## src/rtl/bnn_pkg.sv

```systemverilog
// Shared types and constants for the BNN OCR datapath.
// Q8.8 score type, class count and collector state encoding.
package bnn_pkg;

  typedef logic signed [15:0] q8_8_t;

  localparam int NUM_CLASSES = 10;
  localparam int CLASS_W = $clog2(NUM_CLASSES + 1);

  typedef enum logic [1:0] {
    FILL,
    HOLD,
    RELEASE
  } fc_collect_state_t;

endpackage

```

## src/rtl/fc_score_collector_if.sv

```systemverilog
// Score stream in / class result out handshakes of the collector.
// master = producer + result consumer, slave = collector.
interface fc_score_collector_if
  import bnn_pkg::*;
#(
  parameter int OUTPUT_BIT = CLASS_W
) ();

  logic                  s_valid;
  logic                  s_ready;
  q8_8_t                 s_data;
  logic                  s_last;
  logic                  res_valid;
  logic                  res_ready;
  logic [OUTPUT_BIT-1:0] res_class;

  modport master (
    output s_valid,
    output s_data,
    output s_last,
    output res_ready,
    input  s_ready,
    input  res_valid,
    input  res_class
  );

  modport slave (
    input  s_valid,
    input  s_data,
    input  s_last,
    input  res_ready,
    output s_ready,
    output res_valid,
    output res_class
  );

endinterface

```

## src/rtl/fc_score_collector.sv

```systemverilog
// Collects serial FC scores into a parallel array for the argmax
// comparator, then forwards the winning class over valid/ready.
module fc_score_collector
  import bnn_pkg::*;
#(
  parameter int IC         = NUM_CLASSES,
  parameter int OUTPUT_BIT = $clog2(IC + 1)
) (
  input  logic                  clk,
  input  logic                  rst_n,
  fc_score_collector_if.slave   bus,
  output q8_8_t                 scores [0:IC-1],
  output logic                  scores_ready,
  input  logic [OUTPUT_BIT-1:0] cmp_class,
  input  logic                  cmp_done,
  output logic                  frame_err
);

  localparam int IW = (IC > 1) ? $clog2(IC) : 1;
  localparam logic [IW-1:0] LAST_IDX = IW'(IC - 1);

  fc_collect_state_t     r_state;
  fc_collect_state_t     w_next;
  logic [IW-1:0]         r_idx;
  q8_8_t                 r_scores [0:IC-1];
  logic                  r_scores_ready;
  logic                  r_res_valid;
  logic [OUTPUT_BIT-1:0] r_res_class;
  logic                  r_frame_err;

  logic w_s_ready;
  logic w_beat;
  logic w_last;
  logic w_cap;

  always_comb begin
    w_next    = r_state;
    w_s_ready = (r_state == FILL);
    w_beat    = bus.s_valid && w_s_ready;
    w_last    = (r_idx == LAST_IDX);
    // a pending unaccepted result blocks capture, keeping the array held
    w_cap     = (r_state == HOLD) && cmp_done
              && (!r_res_valid || bus.res_ready);
    unique case (r_state)
      FILL:    if (w_beat && w_last) w_next = HOLD;
      HOLD:    if (w_cap) w_next = RELEASE;
      RELEASE: w_next = FILL;
      default: w_next = FILL;
    endcase
  end

  always_ff @(posedge clk or negedge rst_n) begin
    if (!rst_n) begin
      r_state <= FILL;
      r_idx   <= '0;
      for (int i = 0; i < IC; i++) r_scores[i] <= '0;
    end else begin
      r_state <= w_next;
      if (w_beat) begin
        r_scores[r_idx] <= bus.s_data;
        r_idx <= w_last ? '0 : r_idx + 1'b1;
      end
    end
  end

  always_ff @(posedge clk or negedge rst_n) begin
    if (!rst_n) begin
      r_scores_ready <= 1'b0;
      r_frame_err    <= 1'b0;
    end else begin
      if (w_beat && w_last) r_scores_ready <= 1'b1;
      else if (w_cap) r_scores_ready <= 1'b0;
      if (w_beat && (bus.s_last != w_last)) r_frame_err <= 1'b1;
    end
  end

  always_ff @(posedge clk or negedge rst_n) begin
    if (!rst_n) begin
      r_res_valid <= 1'b0;
      r_res_class <= '0;
    end else if (w_cap) begin
      r_res_valid <= 1'b1;
      r_res_class <= cmp_class;
    end else if (bus.res_ready) begin
      r_res_valid <= 1'b0;
    end
  end

  assign bus.s_ready   = w_s_ready;
  assign bus.res_valid = r_res_valid;
  assign bus.res_class = r_res_class;
  assign scores        = r_scores;
  assign scores_ready  = r_scores_ready;
  assign frame_err     = r_frame_err;

endmodule

```

## src/flat_wrapper.sv

```systemverilog
// flat-port wrapper written by rule: the top's interface ports become plain ports
module fc_score_collector_flat import bnn_pkg::*;
#(
  parameter int IC         = NUM_CLASSES,
  parameter int OUTPUT_BIT = $clog2(IC + 1)
)
  (clk, rst_n, scores, scores_ready, cmp_class, cmp_done, frame_err, bus_s_valid, bus_s_data, bus_s_last, bus_res_ready, bus_s_ready, bus_res_valid, bus_res_class);
  fc_score_collector_if #(.OUTPUT_BIT(OUTPUT_BIT)) bus_i ();
  input  logic clk;
  input  logic rst_n;
  output q8_8_t scores[0:IC-1];
  output logic scores_ready;
  input  logic [OUTPUT_BIT-1:0] cmp_class;
  input  logic cmp_done;
  output logic frame_err;
  input wire logic [$bits(bus_i.s_valid)-1:0] bus_s_valid;
  input wire logic [$bits(bus_i.s_data)-1:0] bus_s_data;
  input wire logic [$bits(bus_i.s_last)-1:0] bus_s_last;
  input wire logic [$bits(bus_i.res_ready)-1:0] bus_res_ready;
  output wire logic [$bits(bus_i.s_ready)-1:0] bus_s_ready;
  output wire logic [$bits(bus_i.res_valid)-1:0] bus_res_valid;
  output wire logic [$bits(bus_i.res_class)-1:0] bus_res_class;
  assign bus_i.s_valid = bus_s_valid;
  assign bus_i.s_data = bus_s_data;
  assign bus_i.s_last = bus_s_last;
  assign bus_i.res_ready = bus_res_ready;
  assign bus_s_ready = bus_i.s_ready;
  assign bus_res_valid = bus_i.res_valid;
  assign bus_res_class = bus_i.res_class;
  fc_score_collector #(.IC(IC), .OUTPUT_BIT(OUTPUT_BIT)) u_core (.clk(clk), .rst_n(rst_n), .bus(bus_i), .scores(scores), .scores_ready(scores_ready), .cmp_class(cmp_class), .cmp_done(cmp_done), .frame_err(frame_err));
endmodule
```

## config.mk

```make
export PLATFORM = sky130hd
export DESIGN_NAME = fc_score_collector_flat
export DESIGN_NICKNAME = d
export VERILOG_FILES = /design/src/rtl/bnn_pkg.sv /design/src/rtl/fc_score_collector_if.sv /design/src/rtl/fc_score_collector.sv /design/src/flat_wrapper.sv
export SDC_FILE = /design/constraint.sdc
export NUM_CORES = 1
export LEC_CHECK = 0
export ABC_AREA = 1
export BUFFER_PORTS_ARGS = -buffer_cell sky130_fd_sc_hd__buf_2
export CAP_MARGIN = 20
export CORE_UTILIZATION = 26
export DETAILED_ROUTE_END_ITERATION = 12
export GPL_TIMING_DRIVEN = 0
export PLACE_DENSITY = 0.57
export SYNTH_ARGS = -nofsm -noshare
export SYNTH_HDL_FRONTEND = slang
export SYNTH_SLANG_ARGS = --single-unit
```

## constraint.sdc

```tcl
create_clock -name clk -period 2.8 [get_ports clk]
set_input_delay 0 -clock clk [delete_from_list [all_inputs] [get_ports clk]]
set_output_delay 0 -clock clk [all_outputs]
set_load 0.02 [all_outputs]
```

Word level (Yosys, flattened, before mapping)
Index checks and enable logic that the tools add are counted.
{ "op_classes": {"add_sub_neg": 1, "order_cmp": 2, "eq_ne": 5, "n_mux": 11, "bitwise": 1, "reduce_logical": 12} }
{ "ops": {"columns": ["op", "count"], "rows": [
  ["160-bit bitwise mux", 1],
  ["16-bit demux with 4-bit select", 1],
  ["16-bit two-way mux", 1],
  ["1-bit logical AND", 6],
  ["5-bit greater-or-equal comparator, second input constant", 1],
  ["5-bit by 1-bit less-than comparator with 1-bit output, second input constant", 1],
  ["4-bit NOT with 5-bit output", 1],
  ["4-bit by 1-bit adder with 4-bit output, second input constant", 1],
  ["4-bit == test, second input constant", 1],
  ["1-bit two-way mux", 4],
  ["2-bit two-way mux", 2],
  ["4-bit two-way mux", 1],
  ["2-bit by 1-bit inequality test with 1-bit output, second input constant", 2],
  ["2-bit one-hot mux with 2 select lines", 1],
  ["2-bit nonzero test", 2],
  ["2-bit by 1-bit == test with 1-bit output, second input constant", 1],
  ["2-bit zero test", 1],
  ["2-bit AND reduction", 1],
  ["1-bit zero test", 1],
  ["1-bit logical OR", 1],
  ["1-bit inequality test", 1]
]} }
{ "totals": {"ff_bits": 173, "in_bits": 26, "wordCells": 48} }

Depth between registers and ports, before layout
Gate-level depths: netlist of run 1.
{ "depth": {"word_depth": 6, "depth_mapped": 8, "ltp_nobuf": 7} }

Worst setup path after synthesis of run 1
Ideal clock, no wire load.
{ "synth_timing": {"kind": "reg-to-reg", "from": "reg u_core.r_state[0]", "to": "reg u_core.r_scores, in the netlist u_core.scores[29]", "arrival_time_ns": 1.246, "slack_ns": 1.428, "path_stages_with_launch": 9, "n_path_buf": 2, "synth_period_minus_slack_ns": 1.372, "cell_sequence": "dfrtp_1 -> nor2_4 -> nand2_4 -> inv_6 -> buf_12 -> nand2_4 -> buf_6 -> nand2_2 -> o21ai_2"} }
{ "synth_between": {"elab_chain_cells": 2} }
{ "synth_lines": {"columns": ["item", "line", "rtl"], "rows": [
  ["from (decl)", "fc_score_collector.sv:22", "fc_collect_state_t r_state;"],
  ["from (signal assigned)", "fc_score_collector.sv:58", "r_state <= w_next;"],
  ["2-bit zero test", "fc_score_collector.sv:38", "w_s_ready = (r_state == FILL);"],
  ["net bus_s_ready", "flat_wrapper.sv:20", "output wire logic [$bits(bus_i.s_ready)-1:0] bus_s_ready;"],
  ["1-bit logical AND", "fc_score_collector.sv:39", "w_beat = bus.s_valid && w_s_ready;"],
  ["to (signal, indexed assignment)", "fc_score_collector.sv:60", "r_scores[r_idx] <= bus.s_data;"],
  ["to (decl)", "fc_score_collector.sv:25", "q8_8_t r_scores [0:IC-1];"]
]} }
The timed path passes the listed nets, and every way through them passes these cells.
A chain may end at the register's enable or synchronous reset.

Worst setup path in the final report of run 1
{ "layout_timing": {"from": "reg u_core.r_state[0]", "to": "reg u_core.r_res_class[1] (netlist: u_core.bus.res_class[1])"} }
{ "layout_between": {"elab_chain_cells": 3} }
{ "layout_lines": {"columns": ["item", "line", "rtl"], "rows": [
  ["2-bit by 1-bit == test with 1-bit output", "fc_score_collector.sv:42", "w_cap = (r_state == HOLD) && cmp_done"],
  ["1-bit logical AND", "fc_score_collector.sv:42", null],
  ["1-bit logical AND", "fc_score_collector.sv:43", "&& (!r_res_valid || bus.res_ready);"],
  ["to (signal assigned)", "fc_score_collector.sv:83", "r_res_class <= cmp_class;"],
  ["to (decl)", "fc_score_collector.sv:28", "logic [OUTPUT_BIT-1:0] r_res_class;"]
]} }
Every way passes these cells.

==> results.yml, run 1 <==
worst_hold_path:
  hold_class: "in2async"
power_and_ir_drop:
  p_comb_frac: 0.398
  power_leakage_nw: 4.64
  seqPwrFrac: 0.377
  power.internal_w: 0.00661
  powerDensity_nw_per_um2: 1260
  irDropWorstVdd_mv: 0.452
  total_power_w: 0.0112
  swShare: 0.410
  clock_power_share: 0.225
  power.switching_w: 0.00460
layout:
  n_antenna_cell: 0
  layout.nets: 871
  stdcell_area_sq_um: 8860
  area_growth_pct: 32.5
  utilization: 0.352
  layout-drive-gt1-share: 0.376
clocking:
  cts.clk_slew.worst_paths_ps: 70
  cts_root_buf: "clkbuf_16"
  htree_num_levels: 4
  clockBufferDepth: 2
  cts_tree: "built"
  post_cts.repair.setup_buffers: 0
  clk_latency_ps: 420
  cts_made_buffers: 17
  cts.sinks: 173
route:
  vias: 5137
  drtAntennaViolNets: 0
  drtPass1Iterations: 4
  vias_per_cell: 4.32
  wl_per_cell_microns: 17.9
  drt_wl_total_microns: 21300
  drc: 0
  drtIter0Drc: 347
floorplan:
  io_pins: 194
  floorplan.initialDensity: 0.266
  die-area_sq_um: 26400
  row_count: 58
  die_h_microns: 162
  die_w_microns: 162
  coreArea_sq_um: 25200
synth:
  ys_warn_count: 0
  netlist.area_leader.share: 0.647
  synthDistinctLibCells: 21
  synth-seq-area-share: 0.647
  synth.area.top_cells: "dfrtp_1 65%, nand2_1 10%, o21ai_1 8.6%"
  avgSynthCellArea_sq_um: 10.8
  syn_nets: 644
  syn_inst: 618
  ys_seq_elements: 173
  synth_largest_area_cell: "dfrtp_1"
  netlist_area_sq_um: 6690
timing:
  worst_slew_pin_slew_ps: 816
  fmax_mhz: 588
  relSlewSlack: 0.455
  drv_slew: 0
  min_period_ps: 1700
  tns_ps: 0
  finalClockSkew_ps: 9.36
  hold_viol: 0
  hold_ws_ps: 127
  setup_viol: 0
  rsz0062_at_grt: "false"
  period_share: 0.608
worst_setup_path:
  r2r_start: "u_core.r_state[0]"
  critPathArrivalTime_ps: 2060
  cp-start-kind: "flop"
  cp.required_ps: 3160
  startpoint: "u_core.r_state[0]"
  end_kind: "flop"
  critPathKind: "reg2reg"
  crit_fanout: 6
run_status:
  outcome: "finished clean"
place:
  gp_congestion: 0.744
  io_buffers: 193
  dp_hpwl_microns: 13900
  place_area_sq_um: 8110
global_routing:
  met1_usage: 0.218
  grt_use_met3: 0.0428
  grt_max_degree: 107
  track_usage: 0.166
  grt_pass1_vias: 4890
  grt_pass1_wl_microns: 31400
  use_met2: 0.265
  top_usage_layer: "met2"
  antenna_found_initial: 0
  grt-ovfl-total: 0
job:
  cap_violations: 0
## timing repair
action / 4_1_cts / 5_1_grt
hold buffers: 14 / 0
resized for setup: 0 / 0
endpoints found under the hold margin: 78 / 0
## sequential cells by signal, summed over array words and instances (netlist names)
| register | cells |
|---|---|
| u_core.bus.res_class | 4 |
| u_core.scores | 160 |
| u_core.r_state | 2 |
| u_core.bus.res_valid | 1 |
| u_core.r_idx | 4 |
| u_core.scores_ready | 1 |
| u_core.frame_err | 1 |
## layout by cell type, fill, tap and decap left out, drive strengths merged
cell type    Yosys  layout
nand3            2       2
bufinv           0       3
o31ai            1       1
clkinv           0       7
buf             30     224
clkbuf           1      20
dfrtp          173     173
inv             26      29
o21ai          162     162
nand4            2       2
nor2            17      17
nand2          202     202
dlygate4sd3      0      14
xor2             2       2
## Yosys cell counts
cell      count
o21ai_1     115
nor2_4        1
xor2_1        2
o31ai_1       1
o21ai_2      39
inv_1        24
nand2_4       9
inv_2         1
nor2_2        2
nor2_1       14
buf_12        1
clkbuf_2      1
inv_6         1
dfrtp_1     173
buf_6        24
nand2_2      13
buf_2         5
nand3_1       2
o21ai_0       8
nand4_1       2
nand2_1     180
## stage by stage
| stage | setup WS (ps) | cells |
|---|---|---|
| 2_1_floorplan | 1430 | 618 |
| 3_3_place_gp | -1180 | 1141 |
| 3_5_place_dp | 1360 | 1142 |
| 4_1_cts | 1150 | 1188 |
| 5_1_grt | 987 | 1188 |
| 6_report | 1100 | 1188 |
## area by class of cell
class	instances	area (sq um)
Timing Repair Buffer	208	1140
Buffer	31	320
Sequential cell	173	4330
Inverter	26	103
Tap cell	330	413
Clock buffer	19	453
Clock inverter	13	163
Fill cell	2572	16300
Multi-Input combinational cell	388	1940
## layer usage
layer	part of all wire	vias up
li1	-	2486
met1	0.45	2505
met2	0.48	134
met3	0.056	12
met4	0.0099	0
met5	0	-
## path summary, 6_finish.rpt
check                                          endpoint  slack [ps]  cells past startpoint
worst max-delay path            u_core.bus.res_class[1]        1100                      7
worst min register to register         u_core.frame_err         470                      2
min in group clk                     u_core.scores[104]         200                      3
worst min-delay path            u_core.bus.res_class[0]         130                      2
worst max register to register  u_core.bus.res_class[1]        1100                      7
max in group asynchronous             u_core.scores[86]        1780                      3
## critical path, cell delays in order (launching register included)
cell and delay (ps):
dfrtp_1 390, inv_1 50, nor2_1 140, nand2_1 100
nor2_2 210, nand2_1 100, dlygate4sd3_1 580, nand2_1 70
## power by group through the flow
stage          clock, W  combinational [W]  sequential, W
4_1_cts         0.00259            0.00453        0.00422
5_1_grt         0.00267            0.00488        0.00435
3_5_place_dp          0            0.00450        0.00425
3_3_place_gp          0            0.00445        0.00424
2_1_floorplan         0            0.00157        0.00552
6_report        0.00252            0.00446        0.00423
## logic make-up (layout without fill, tap and decap cells)
logic type	Yosys count	in the layout	share of synthesized area
buf+inv	57	297	0.0632
flops	173	173	0.647
simple gates	223	223	0.143
xor+xnor	2	2	0.00262
compound gates	163	163	0.144
No activity file was read; power rests on OpenSTA's default activity.
==> inputs of run 2 (changes only) <==
==> constraint.sdc (replaced) <==
create_clock -name clk -period 1.66 [get_ports clk]
set_input_delay 0 -clock clk [delete_from_list [all_inputs] [get_ports clk]]
set_output_delay 0 -clock clk [all_outputs]
set_load 0.02 [all_outputs]
==> results.yml, run 2 (synthesis results as in run 1) <==
run_status:
  outcome: "finished clean"
worst_setup_path:
  cp-start-kind: "flop"
  end_kind: "flop"
  cpMaxStageDelayCell: "dlygate4sd3_1"
  cp_slowest_stage_delay_ps: 570
  critPathKind: "reg2reg"
  cp_cell_sequence: "inv_1 -> nor2_2 -> nand2_2 -> buf_4 -> o21ai_0 -> dlygate4sd3_1"
  crit_fanout: 2
  cp.required_ps: 2010
  critPathArrivalTime_ps: 1890
route:
  drc: 0
  drtIter0Drc: 335
  drt_wl_total_microns: 21300
  vias: 5129
  wl_per_cell_microns: 17.9
  vias_per_cell: 4.32
  drtPass1Iterations: 4
  drtAntennaViolNets: 0
global_routing:
  use_met2: 0.264
  grt_pass1_wl_microns: 31300
  grt-ovfl-total: 0
  grt_pass1_vias: 4885
  track_usage: 0.165
  antenna_found_initial: 0
  top_usage_layer: "met2"
  met1_usage: 0.218
  grt_max_degree: 107
  grt_use_met3: 0.0428
layout:
  nFillCells: 2576
  final_common_cell: "buf_2"
  n_antenna_cell: 0
  multi_input_area_sq_um: 1950
  layout.nets: 871
  layout_common_cells: "197 x buf_2, 178 x nand2_1, 173 x dfrtp_1, 115 x o21ai_1, 39 x o21ai_2"
  ff_latch_area_sq_um: 4330
  layout-drive-gt1-share: 0.385
  area_growth_pct: 32.5
  largest_reg_flops: 160
  utilization: 0.352
place:
  gp_congestion: 0.744
  dp_hpwl_microns: 13900
  io_buffers: 193
floorplan:
  die-area_sq_um: 26400
  die_h_microns: 162
  io_pins: 194
  row_count: 58
  floorplan.initialDensity: 0.266
  die_w_microns: 162
  coreArea_sq_um: 25200
clocking:
  clockBufferDepth: 2
  clk_latency_ps: 420
  cts_root_buf: "clkbuf_16"
  cts_made_buffers: 17
  cts_tree: "built"
  cts.sinks: 173
  cts.clk_slew.worst_paths_ps: 70
  htree_num_levels: 4
timing:
  period_share: 0.926
  finalClockSkew_ps: 8.56
  hold_viol: 0
  worst_slew_pin_slew_ps: 806
  drv_slew: 0
  relSlewSlack: 0.462
  setup_viol: 0
  hold_ws_ps: 125
  min_period_ps: 1540
  rsz0062_at_grt: "false"
  fmax_mhz: 651
power_and_ir_drop:
  irDropWorstVdd_mv: 0.763
  power_leakage_nw: 4.66
  powerDensity_nw_per_um2: 2130
job:
  cap_violations: 0
worst_hold_path:
  hold_class: "in2async"
run 2: worst paths after layout:
kind	cells past startpoint	to	start	slack (ps)
min in group clk	3	u_core.scores[104]	bus_s_data[8]	210
hold reg to reg	2	u_core.frame_err	u_core.frame_err	470
setup reg to reg	6	u_core.bus.res_valid	u_core.r_state[0]	120
hold / removal	2	u_core.bus.res_class[0]	rst_n	120
setup / recovery	6	u_core.bus.res_valid	u_core.r_state[0]	120
max in group asynchronous	3	u_core.scores[57]	rst_n	630
run 2: cell type report:
class                      instances  area share
sequential                       173       0.488
multi-input combinational        388       0.220
timing repair buffer             208       0.128
clock buffer                      19      0.0511
tap                              330      0.0466
buffer                            31      0.0361
clock inverter                    13      0.0183
inverter                          26      0.0116
run 2: power breakdown:
part           switching (W)  internal (W)
sequential           0.00106       0.00607
clock                0.00178       0.00247
combinational        0.00492       0.00263
run 2: worst max-delay path: cells and delay by family, from the launching register on:
family	cells	cell delay, ps
AOI/OAI and AO/OA	1	60
buffers and inverters	3	770
DFF	1	390
and+or+nand+nor	2	250
run 2: metrics by stage:
| stage | setup WS (ps) | total power [W] | cell area [sq um] | instances | TNS [ps] |
|---|---|---|---|---|---|
| global route | 55.3 | 0.0201 | 8870 | 1188 | 0 |
| CTS | 21.7 | 0.0191 | 8830 | 1185 | 0 |
| floorplan | 288 | 0.0120 | 6690 | 618 | 0 |
| detailed placement | 217 | 0.0148 | 8110 | 1142 | 0 |
| global placement | -2320 | 0.0147 | 8070 | 1141 | -398230 |
| finish | 123 | 0.0189 | 8870 | 1188 | 0 |
run 2: repair_timing:
| item | 4_1_cts | 5_1_grt |
|---|---|---|
| hold endpoints to repair | 78 | 0 |
| hold buffers | 11 | 0 |
| resized for setup | 0 | 4 |
| endpoints found under the setup margin | 0 | 1 |
| setup buffers | 0 | 4 |
run 2: per-layer routing:
metal | vias to the layer above | share of wire
li1 | 2484 | -
met1 | 2504 | 0.45
met2 | 129 | 0.48
met3 | 12 | 0.056
met4 | 0 | 0.010
met5 | - | 0
